==> src/rtl/receiver_core_pkg.sv <==
// receiver_core_pkg: shared state encoding and width helper for the UART receive core
// Contents: state_t (IDLE..STP, 3 bits), clog2() for sizing the bit timer.
package receiver_core_pkg;

   typedef enum logic [2:0] {
      IDLE   = 3'd0,
      STRT   = 3'd1,
      DATA   = 3'd2,
      PARITY = 3'd3,
      STP    = 3'd4
   } state_t;

   // Bits needed to hold the values 0..n-1; never less than one bit.
   function automatic int clog2(input int n);
      int r;
      r = 1;
      for (int i = 1; i < 31; i++)
         if ((1 << i) < n) r = i + 1;
      return r;
   endfunction

endpackage

==> src/rtl/receiver_core_rx_sync.sv <==
// receiver_core_rx_sync: 2-FF synchronizer for the serial line plus a one-cycle-delayed copy for edge detection
// Ports: clk, rst (async, active high), rx_i (async line), rx_s_o (synchronized), rx_prev_o (rx_s one cycle earlier).
module receiver_core_rx_sync
   import receiver_core_pkg::*;
(
   input  logic clk,
   input  logic rst,
   input  logic rx_i,
   output logic rx_s_o,
   output logic rx_prev_o
);

   // Reset to the idle-high line level so no falling edge is seen out of reset.
   logic [2:0] sr_q;

   always_ff @(posedge clk or posedge rst)
      if (rst) sr_q <= '1;
      else     sr_q <= {sr_q[1:0], rx_i};

   assign rx_s_o    = sr_q[1];
   assign rx_prev_o = sr_q[2];

endmodule

==> src/rtl/receiver_core.sv <==
// receiver_core: UART receiver, 1 start + 8 data (LSB first) + odd parity + 1 stop, one-cycle strobe per byte
// Ports: clk, rst (async, active high), rx (serial in, idles high),
//        data_rx (last byte), data_strobe (1-cycle update pulse), parity_err, frame_err (sticky until next strobe),
//        rx_busy (high outside IDLE).
module receiver_core
   import receiver_core_pkg::*;
#(
   parameter int CLK_RATE  = 100_000_000,
   parameter int BAUD_RATE = 19200
) (
   input  logic       clk,
   input  logic       rst,
   input  logic       rx,
   output logic [7:0] data_rx,
   output logic       data_strobe,
   output logic       parity_err,
   output logic       frame_err,
   output logic       rx_busy
);

   localparam int BIT_MAX  = CLK_RATE / BAUD_RATE - 1;
   localparam int HALF_MAX = BIT_MAX / 2;
   localparam int TW       = clog2(BIT_MAX + 1);
   localparam logic [TW-1:0] BIT_END  = TW'(BIT_MAX);
   localparam logic [TW-1:0] HALF_END = TW'(HALF_MAX);

   logic rx_s, rx_prev;

   receiver_core_rx_sync u_sync (
      .clk       (clk),
      .rst       (rst),
      .rx_i      (rx),
      .rx_s_o    (rx_s),
      .rx_prev_o (rx_prev)
   );

   state_t        state_q, state_d;
   logic [TW-1:0] timer_q, timer_d;
   logic [7:0]    shreg_q, shreg_d;
   logic [2:0]    cnt_q, cnt_d;
   logic          par_q, par_d;
   logic          perr_q, perr_d;
   logic [7:0]    data_q, data_d;
   logic          strobe_q, strobe_d;
   logic          parity_err_q, parity_err_d;
   logic          frame_err_q, frame_err_d;

   always_comb begin
      state_d      = state_q;
      timer_d      = (timer_q == BIT_END) ? '0 : timer_q + TW'(1);
      shreg_d      = shreg_q;
      cnt_d        = cnt_q;
      par_d        = par_q;
      perr_d       = perr_q;
      data_d       = data_q;
      strobe_d     = 1'b0;
      parity_err_d = parity_err_q;
      frame_err_d  = frame_err_q;
      case (state_q)
         IDLE: begin
            timer_d = '0;
            // Edge detect, so a line stuck low cannot retrigger.
            if (rx_prev && !rx_s) begin
               state_d = STRT;
               par_d   = 1'b0;
               cnt_d   = '0;
            end
         end
         STRT:
            // Start bit re-checked at its middle; a high line here was a glitch.
            if (timer_q == HALF_END) state_d = rx_s ? IDLE : DATA;
         DATA:
            // Timer restarted at mid start bit, so BIT_END lands on each data bit middle.
            if (timer_q == BIT_END) begin
               shreg_d = {rx_s, shreg_q[7:1]};
               par_d   = par_q ^ rx_s;
               cnt_d   = cnt_q + 3'd1;
               if (cnt_q == 3'd7) state_d = PARITY;
            end
         PARITY:
            // Odd parity: the expected bit is the inverse of the data XOR.
            if (timer_q == BIT_END) begin
               perr_d  = rx_s != ~par_q;
               state_d = STP;
            end
         STP:
            if (timer_q == BIT_END) begin
               data_d       = shreg_q;
               parity_err_d = perr_q;
               frame_err_d  = ~rx_s;
               strobe_d     = 1'b1;
               state_d      = IDLE;
            end
         default: state_d = IDLE;
      endcase
      if (state_d != state_q) timer_d = '0;
   end

   always_ff @(posedge clk or posedge rst)
      if (rst) begin
         state_q      <= IDLE;
         timer_q      <= '0;
         shreg_q      <= '0;
         cnt_q        <= '0;
         par_q        <= 1'b0;
         perr_q       <= 1'b0;
         data_q       <= '0;
         strobe_q     <= 1'b0;
         parity_err_q <= 1'b0;
         frame_err_q  <= 1'b0;
      end else begin
         state_q      <= state_d;
         timer_q      <= timer_d;
         shreg_q      <= shreg_d;
         cnt_q        <= cnt_d;
         par_q        <= par_d;
         perr_q       <= perr_d;
         data_q       <= data_d;
         strobe_q     <= strobe_d;
         parity_err_q <= parity_err_d;
         frame_err_q  <= frame_err_d;
      end

   assign data_rx     = data_q;
   assign data_strobe = strobe_q;
   assign parity_err  = parity_err_q;
   assign frame_err   = frame_err_q;
   assign rx_busy     = state_q != IDLE;

endmodule

==> config.mk <==
export PLATFORM = sky130hd
export DESIGN_NAME = receiver_core
export DESIGN_NICKNAME = d
export VERILOG_FILES = /design/src/rtl/receiver_core_pkg.sv /design/src/rtl/receiver_core_rx_sync.sv /design/src/rtl/receiver_core.sv
export SDC_FILE = /design/constraint.sdc
export NUM_CORES = 1
export LEC_CHECK = 0
export ABC_AREA = 1
export BUFFER_PORTS_ARGS = -buffer_cell sky130_fd_sc_hd__buf_2
export CAP_MARGIN = 10
export CORE_UTILIZATION = 50
export CTS_BUF_LIST = sky130_fd_sc_hd__clkbuf_4 sky130_fd_sc_hd__clkbuf_8 sky130_fd_sc_hd__clkbuf_16
export CTS_CLUSTER_SIZE = 20
export DETAILED_ROUTE_END_ITERATION = 8
export GPL_ROUTABILITY_DRIVEN = 0
export PLACE_DENSITY_LB_ADDON = 0.05
export SETUP_SLACK_MARGIN = 0.2
export SLEW_MARGIN = 20
export SYNTH_ARGS = -nofsm -noshare
export SYNTH_HDL_FRONTEND = slang
export SYNTH_HIERARCHICAL = 1
export SYNTH_SLANG_ARGS = --single-unit
==> constraint.sdc <==
create_clock -name clk -period 3.05 [get_ports clk]
set_input_delay 0.1525 -clock clk [delete_from_list [all_inputs] [get_ports clk]]
set_output_delay 0.1525 -clock clk [all_outputs]
set_load 0.005 [all_outputs]
* After elaboration in Yosys (flattened, before gate mapping) *
Cells that the tools add are included.

cells by class
  add/subtract/negate cells = 2
  $mul = 0
  div/mod/pow operators = 0
  $lt $le $gt $ge = 0
  equal/unequal tests = 11
  shift operators = 0
  muxes and demuxes = 19
  bitwise operators = 3
  reductions and logical operators = 9

operators by type and width
  kind                                                                count
  13-bit two-way mux                                                  3
  3-bit two-way mux                                                   8
  3-bit one-hot mux with 5 select lines                               1
  13-bit by 1-bit adder with 13-bit output (second input constant)    1
  13-bit by 12-bit == test with 1-bit output (second input constant)  1
  13-bit == test (second input constant)                              1
  3-bit by 2-bit == test with 1-bit output (second input constant)    2
  3-bit == test (second input constant)                               2
  3-bit one-hot mux with 2 select lines                               1
  2-bit AND reduction                                                 3
  1-bit two-way mux                                                   4
  2-bit inequality test (second input constant)                       2
  3-bit by 1-bit adder with 3-bit output (second input constant)      1
  3-bit by 1-bit == test with 1-bit output (second input constant)    1
  3-bit zero test                                                     1
  3-bit inequality test                                               1
  3-bit AND reduction                                                 1
  3-bit nonzero test                                                  1
  2-bit two-way mux                                                   1
  1-bit inverter                                                      2
  1-bit one-hot mux with 2 select lines                               1
  2-bit nonzero test                                                  1
  1-bit logical AND                                                   1
  1-bit zero test                                                     1
  other kinds (2)                                                     2

word-level totals
  register bits after elaboration = 43
  latch bits = 0
  RAM bits = 0
  ROM bits = 0
  word-level logic and storage cells = 55
  memories = 0

* Longest topological paths before layout *
Gate-level depths: netlist of the first run.

  depth in word-level cells = 6
  depth in mapped cells = 12
  depth with buffers taken out = 11

* Cells and area by module *
The synthesis of the first run kept the hierarchy.

by module, submodules not included
  module                 times used  cells an instance  area each (µm²)
  receiver_core          1           235                2,028.2
  receiver_core_rx_sync  1           4                  82.6

* Worst setup path after synthesis of the first run *
No wires, ideal clock.

  path kind = register to register
  start point = register timer_q[0]
  end point = register timer_q[7]
  arrival = 1.444 ns
  data required time = 2.924 ns
  slack = 1.480 ns
  cell stages (with the launch flop) = 12
  path buffers = 1
  cell sequence = dfrtp_1 -> ha_1 -> nand2_2 -> inv_2 -> nand2_2 -> nor2_4 -> nand2_2 -> nor3_2 -> nor2_1 -> nand2_2 -> buf_12 -> nor2_4

on the way
  word-level cells in the longest chain between the ends = 5
  elaborated cells between the ends (all ways) = 12
  classes of those cells = add/sub (1); eq/ne (3); mux (8)

RTL lines
  element                                                                                           line                  RTL
  start: declaration                                                                                receiver_core.sv:38   logic [TW-1:0] timer_q, timer_d;
  start signal: assignment                                                                          receiver_core.sv:113  timer_q <= timer_d;
  parallel branches: the longest is 4 deep, another holds 13-bit by 1-bit adder with 13-bit output  n/a
  13-bit two-way mux *                                                                              receiver_core.sv:96   if (state_d != state_q) timer_d = '0;
  named net timer_d[7]                                                                              receiver_core.sv:38

Mark *: on every way through the listed nets, which the timed path passes.
A chain may end at the register's enable or synchronous reset.

* Final worst setup path of the first run *
  start point = register timer_q[1]
  end point = register timer_q[1]

on the way
  word-level cells in the longest chain between the ends = 5
  elaborated cells between the ends (all ways) = 12
  classes of those cells = add/sub (1); eq/ne (3); mux (8)

RTL lines
  element                                                                       line                 RTL
  13-bit == test or 13-bit by 12-bit == test with 1-bit output (tied branches)  n/a
  3-bit two-way mux (on tied branches)                                          n/a
  3-bit one-hot mux with 5 select lines *                                       receiver_core.sv:59  case (state_q)
  named net state_d[0]                                                          receiver_core.sv:37  state_t state_q, state_d;
  3-bit inequality test *                                                       receiver_core.sv:96
  13-bit two-way mux *                                                          receiver_core.sv:96
  named net timer_d[1]                                                          receiver_core.sv:38

Mark *: on every way through the listed nets, which the timed path passes. The rest lies on a longest branch.

==> flow_metrics.py, run 1 <==
metrics = {
    "grt": {
        "grt_max_degree": 41,
        "overflow": 0,
        "grt_antenna_before_repair": 0,
        "grt_pass1_wl_mm": 6.13,
        "grt_pass1_vias": 1349,
        "grt_use_total_pct": 18.5,
    },
    "routing": {
        "drt-pass1-iter-count": 4,
        "viasPerCell": 4.83,
        "wl_per_cell_um": 11.4,
        "route.detailed.drc": 0,
        "wl_mm": 3.55,
        "drt_iter0_drc": 147,
        "vias": 1501,
        "ant_nets": 0,
    },
    "hold_path": {
        "min_path_cells": 0,
        "min_from": "u_sync/sr_q[0]",
        "min_to": "u_sync/sr_q[1]",
        "hold_path.class": "flip-flop to flip-flop",
    },
    "floorplan": {
        "die_h_um": 67.0,
        "start_util_pct": 52.4,
        "pin_count": 15,
        "dieArea_mm2": 0.00449,
        "row_count": 23,
        "die_width_um": 67.0,
        "core_area_mm2": 0.00403,
    },
    "clocking": {
        "ctsResizeCount": 0,
        "clock-sinks": 43,
        "clkSlewWorstSetupHoldPaths_ns": 0.08,
        "cts_made_buffers": 5,
        "clock_latency_ns": 0.28,
        "clock_path_buffers": 2,
        "htree_levels": 2,
        "cts_root_buf": "clkbuf_8",
        "postCtsSetupBuffers": 0,
        "cts_hold_buf": 2,
        "cts_tree": "yes",
    },
    "worst_setup_path": {
        "reg2reg_from": "timer_q[1]",
        "required_ns": 3.21,
        "r2r-end": "timer_q[1]",
        "crit_type": "flip-flop to flip-flop",
        "crit_fanout": 13,
        "startpoint_type": "flip-flop",
        "reg2reg_slack_ns": 1.13,
        "worstRegToRegCells": 10,
        "crit_path_end_kind": "flip-flop",
        "cp.arrival_ns": 2.08,
    },
    "sta": {
        "fmax_mhz": 521,
        "setup_viol": 0,
        "hold_violations": 0,
        "slew_viol_final": 0,
        "rsz0062_at_grt": "no",
        "layout_min_cycle_time_ns": 1.92,
        "timing.final.crit_share_pct": 63.0,
        "tightest_slew_ns": 0.492,
        "slew_headroom_pct": 67.2,
        "skew_ns": 0.00317,
        "fin_setup_tns_ns": 0,
    },
    "synthesis": {
        "syn-num-nets": 245,
        "synth_top_area_share_pct": 47.4,
        "avgSynthCellArea_um2": 8.83,
        "synth_common_cells": "nand2_1 (59), dfrtp_1 (40), inv_1 (28)",
        "ys_types": 28,
        "async_flop_share_pct": 100,
        "synth_area_mm2": 0.00211,
        "synth_edf_count": 0,
        "yosysWarnings": 6,
        "synth-seq-cells": 43,
        "yosysSeqAreaShare_pct": 51.2,
        "synth-main-ff-cell": "dfrtp_1",
        "synth_cells": 239,
        "synth.most_common_cell": "nand2_1",
        "ys_top_cells_by_area": "dfrtp_1 (47%), nand2_1 (10%), inv_1 (5.0%), o21ai_0 (4.3%), dfstp_2 (3.7%)",
        "synth_area_leader_cell": "dfrtp_1",
    },
    "pwr": {
        "total_leakage_power_nw": 1.10,
        "p_per_area_mw_per_mm2": 486,
        "worst_ir_drop_vdd_uv": 228,
    },
    "placement": {
        "post-dp-hpwl_mm": 2.57,
        "place_area_mm2": 0.00222,
        "port-buffer-count": 14,
    },
    "finish": {
        "insertedDiodeCount": 0,
        "drive_gt1_share_pct": 24.1,
        "layout.nets": 266,
        "syn_to_final_growth_pct": 10.1,
        "finalInstanceArea_mm2": 0.00232,
    },
    "status": {
        "status": "finished, final reports clean",
    },
    "flow_run": {
        "cap_violations": 0,
    },
}
-- area by class of cell --
| type | instances | area, um^2 |
|---|---|---|
| clock buffers | 6 | 76.3 |
| clock inverters | 2 | 12.5 |
| fillers | 375 | 1700 |
| inverters | 32 | 120 |
| multi-input cells | 161 | 876 |
| flip-flops and latches | 43 | 1080 |
| well taps | 50 | 62.6 |
| repair buffers | 17 | 97.6 |
-- flip-flops by register name, summed over array words and instances, names as in the netlist --
register and flops:
perr_q 1, data_strobe 1, frame_err 1, u_sync/sr_q 3, state_q 3, par_q 1
cnt_q 3, data_rx 8, timer_q 13, parity_err 1, shreg_q 8
-- worst max path at each step --
stage | end | slack, ns | start | cells past startpoint
floorplan | timer_q[7] | 1.48 | timer_q[0] | 11
global placement | timer_q[0] | 1.17 | timer_q[0] | 10
detailed placement | timer_q[1] | 1.15 | timer_q[1] | 10
CTS | timer_q[1] | 1.13 | timer_q[1] | 10
global route | par_q | 0.88 | timer_q[1] | 10
finish | timer_q[1] | 1.13 | timer_q[1] | 10
-- layout by cell type, fill, tap and decap left out, drive strengths merged --
master and n:
clkinvlp 1, dlygate4sd3 2, a211o 1, nor2 32
dfstp 3, nand2 65, o2111ai 1, xnor2 1
nand4 6, inv 32, o21ai 26, clkinv 1
dfrtp 40, nand3 15, ha 3, buf 15
o21bai 1, clkbuf 6, a21oi 3, a22oi 1
nor3 6
-- per-layer routing --
| metal | up-vias | share of wire [%] | track usage, % |
|---|---|---|---|
| li1 | 804 | - | - |
| met1 | 669 | 53 | 27.0 |
| met2 | 26 | 42 | 26.0 |
| met3 | 2 | 3.8 | 5.65 |
| met4 | 0 | 0.79 | 5.59 |
| met5 | - | 0 | 0 |
-- report_power, final --
part           total, mW  leakage [nW]  switching, mW  internal [mW]
Sequential         0.616         0.583         0.0202          0.596
Combinational      0.163         0.474          0.113         0.0501
Clock              0.352        0.0446          0.183          0.169
Total               1.13          1.10          0.316          0.815
-- cell families (layout without fill, tap and decap cells) --
group           count (synthesis)  count (layout)  share of synthesized area (%)
simple gates                  124             124                           29.3
fa+ha+maj                       3               3                           1.78
compound gates                 33              33                           10.0
xor+xnor                        1               1                          0.415
flops                          43              43                           51.2
buf+inv                        35              57                           7.35
-- worst max-delay path: stages, from the launching register on --
cell	delay (ns)
dfrtp_1	0.37
ha_1	0.22
nand2_2	0.10
nor2_1	0.14
nand3_2	0.13
a21oi_2	0.18
nand3_2	0.09
nand2_1	0.07
nand2_1	0.06
nand2_2	0.36
nor2_1	0.08
-- metrics by stage --
| stage | hold WS (ns) | total power, mW | utilization (%) | std cells | worst slack (ns) |
|---|---|---|---|---|---|
| floorplan | 0.0858 | 0.769 | - | 239 | 1.48 |
| global placement | 0.220 | 0.787 | 55.0 | 301 | 1.17 |
| detailed placement | 0.221 | 0.790 | 55.0 | 301 | 1.15 |
| CTS | 0.362 | 1.15 | 57.7 | 311 | 1.13 |
| global route | 0.364 | 1.20 | 57.7 | 311 | 0.880 |
| finish | 0.360 | 1.13 | 57.7 | 311 | 1.13 |
(Power assumes the default switching activity.)
==> inputs of run 2 (changes only) <==
Clock period 3.05 ns to 1.79 ns, I/O delays scaled along.
==> flow_metrics.py, run 2 (synthesis gave the netlist of run 1 again) <==
metrics = {
    "status": {
        "status": "finished, final reports clean",
    },
    "hold_path": {
        "hold_path.class": "flip-flop to flip-flop",
        "min_path_cells": 0,
    },
    "pwr": {
        "worst_ir_drop_vdd_uv": 555,
        "p_sw_share_pct": 29.4,
        "seqPwrFrac_pct": 47.7,
        "p_per_area_mw_per_mm2": 807,
        "p_switching_uw": 659,
        "total_leakage_power_nw": 1.30,
        "power_frac_comb_pct": 21.4,
        "clkPwrFrac_pct": 30.8,
        "p_int_mw": 1.58,
    },
    "clocking": {
        "cts_made_buffers": 5,
        "clock_latency_ns": 0.30,
        "clock_path_buffers": 2,
        "cts_root_buf": "clkbuf_8",
        "clkSlewWorstSetupHoldPaths_ns": 0.08,
        "cts_tree": "yes",
        "htree_levels": 2,
        "clock-sinks": 43,
    },
    "finish": {
        "num-fill-cells": 307,
        "insertedDiodeCount": 0,
        "max_flop_register": "timer_q",
        "final_common_cell": "nand2_1",
        "syn_to_final_growth_pct": 31.7,
        "utilization_pct": 69.0,
        "largest_reg_flops": 13,
        "drive_gt1_share_pct": 41.8,
        "layout.nets": 290,
        "mostFrequentLayoutCells": "nand2_1 (43), dfrtp_1 (40), inv_1 (24), buf_4 (16)",
    },
    "sta": {
        "timing.final.crit_share_pct": 96.9,
        "tightest_slew_ns": 0.522,
        "slew_viol_final": 0,
        "skew_ns": 0.00261,
        "rsz0062_at_grt": "yes",
        "slew_headroom_pct": 65.2,
        "fmax_mhz": 577,
        "setup_viol": 0,
        "layout_min_cycle_time_ns": 1.73,
        "fin_setup_tns_ns": 0,
        "hold_violations": 0,
    },
    "routing": {
        "drt-pass1-iter-count": 4,
        "wl_per_cell_um": 13.7,
        "ant_nets": 0,
        "wl_mm": 4.61,
        "drt_iter0_drc": 95,
        "route.detailed.drc": 0,
        "vias": 1696,
        "viasPerCell": 5.06,
    },
    "worst_setup_path": {
        "reg2reg_from": "state_q[0]",
        "reg2reg_slack_ns": 0.06,
        "crit_chain": "nor2_1 -> nand2_2 -> nor2_1 -> a21oi_2 -> nand3_2 -> nand2_1 -> nand2_2 -> nand2_4 -> buf_12 -> nor2_1",
        "cp.arrival_ns": 1.97,
        "crit_type": "flip-flop to flip-flop",
        "cp_slowest_cell": "dfrtp_1",
        "worstRegToRegCells": 10,
        "cpMostUsedCell": "nor2_1",
        "required_ns": 2.02,
        "crit_fanout": 7,
        "crit_start": "state_q[0]",
        "startpoint_type": "flip-flop",
        "critPathMaxStageDelay_ns": 0.45,
        "crit_path_end_kind": "flip-flop",
        "cp-endpoint": "timer_q[12]",
        "r2r-end": "timer_q[12]",
    },
    "placement": {
        "port-buffer-count": 14,
        "post-dp-hpwl_mm": 2.77,
    },
    "floorplan": {
        "row_count": 23,
        "die_width_um": 67.0,
        "dieArea_mm2": 0.00449,
        "die_h_um": 67.0,
        "pin_count": 15,
        "core_area_mm2": 0.00403,
        "start_util_pct": 52.4,
    },
    "grt": {
        "grt_antenna_before_repair": 0,
        "grt_pass1_vias": 1540,
        "overflow": 0,
        "grt_max_degree": 41,
        "grt_pass1_wl_mm": 6.98,
        "grt_use_total_pct": 21.1,
    },
    "flow_run": {
        "cap_violations": 0,
    },
}
-- run 2: cell types whose count changed in the layout (fill, tap and decap cells not counted), sizes merged --
cell / change
buf: +22
clkbuf: +1
clkinv: +1
-- run 2: through the flow --
stage	total power, mW	std cells	area (um^2)	worst slack, ns	hold WS (ns)
2_1_floorplan	1.31	239	2110	0.220	0.0228
3_3_place_gp	1.37	307	2270	0.0682	0.151
6_report	2.24	335	2780	0.0563	0.363
5_1_grt	2.35	335	2780	-0.0312	0.368
4_1_cts	2.21	327	2550	0.0721	0.367
3_5_place_dp	1.39	307	2270	0.0124	0.153
-- run 2: how the worst min path moves through the flow --
| stage | from | to |
|---|---|---|
| CTS | u_sync/sr_q[0] | u_sync/sr_q[1] |
| floorplan | rst | u_sync/sr_q[0] |
| global placement | rst | u_sync/sr_q[0] |
| detailed placement | rst | u_sync/sr_q[0] |
| finish | u_sync/sr_q[0] | u_sync/sr_q[1] |
| global route | u_sync/sr_q[0] | u_sync/sr_q[1] |
-- run 2: metal layers --
metal | GRT usage, % | routed length (um) | up-vias
met5 | 0 | 0 | -
met4 | 5.85 | 37 | 0
met3 | 5.48 | 112 | 5
met2 | 32.6 | 2260 | 22
met1 | 29.0 | 2190 | 810
li1 | - | - | 859
-- run 2: worst max-delay path, delay by kind of cell, from the launching register on --
family,cells,cell delay (ns)
buffers and inverters,1,0.16
AND/OR/NAND/NOR,8,1.00
AO/OA/AOI/OAI,1,0.06
flip-flops,1,0.45
-- run 2: layout make-up --
type	count	area (um^2)	share of cell area [%]
flip-flops and latches	43	1080	38.9
repair buffers	39	323	11.6
clock buffers	7	96.3	3.47
clock inverters	1	7.51	0.270
inverters	32	135	4.86
well taps	50	62.6	2.25
multi-input cells	161	1050	37.8
repair inverters	2	25.0	0.900
-- run 2: power groups by stage --
| stage | registers, mW | clock network [mW] | logic (mW) |
|---|---|---|---|
| after floorplan | 1.06 | 0 | 0.248 |
| after global placement | 1.07 | 0 | 0.306 |
| after detailed placement | 1.07 | 0 | 0.317 |
| after CTS | 1.06 | 0.709 | 0.449 |
| after global routing | 1.08 | 0.755 | 0.520 |
| final | 1.07 | 0.692 | 0.481 |
-- run 2: repair_timing --
item                                   4_1_cts  5_1_grt
hold buffers                                 2        0
setup endpoints to repair                   29       38
resized for setup                           18       56
pin swaps                                   10       19
setup buffers                                9        6
endpoints found under the hold margin       44        0
cloned                                       1        2
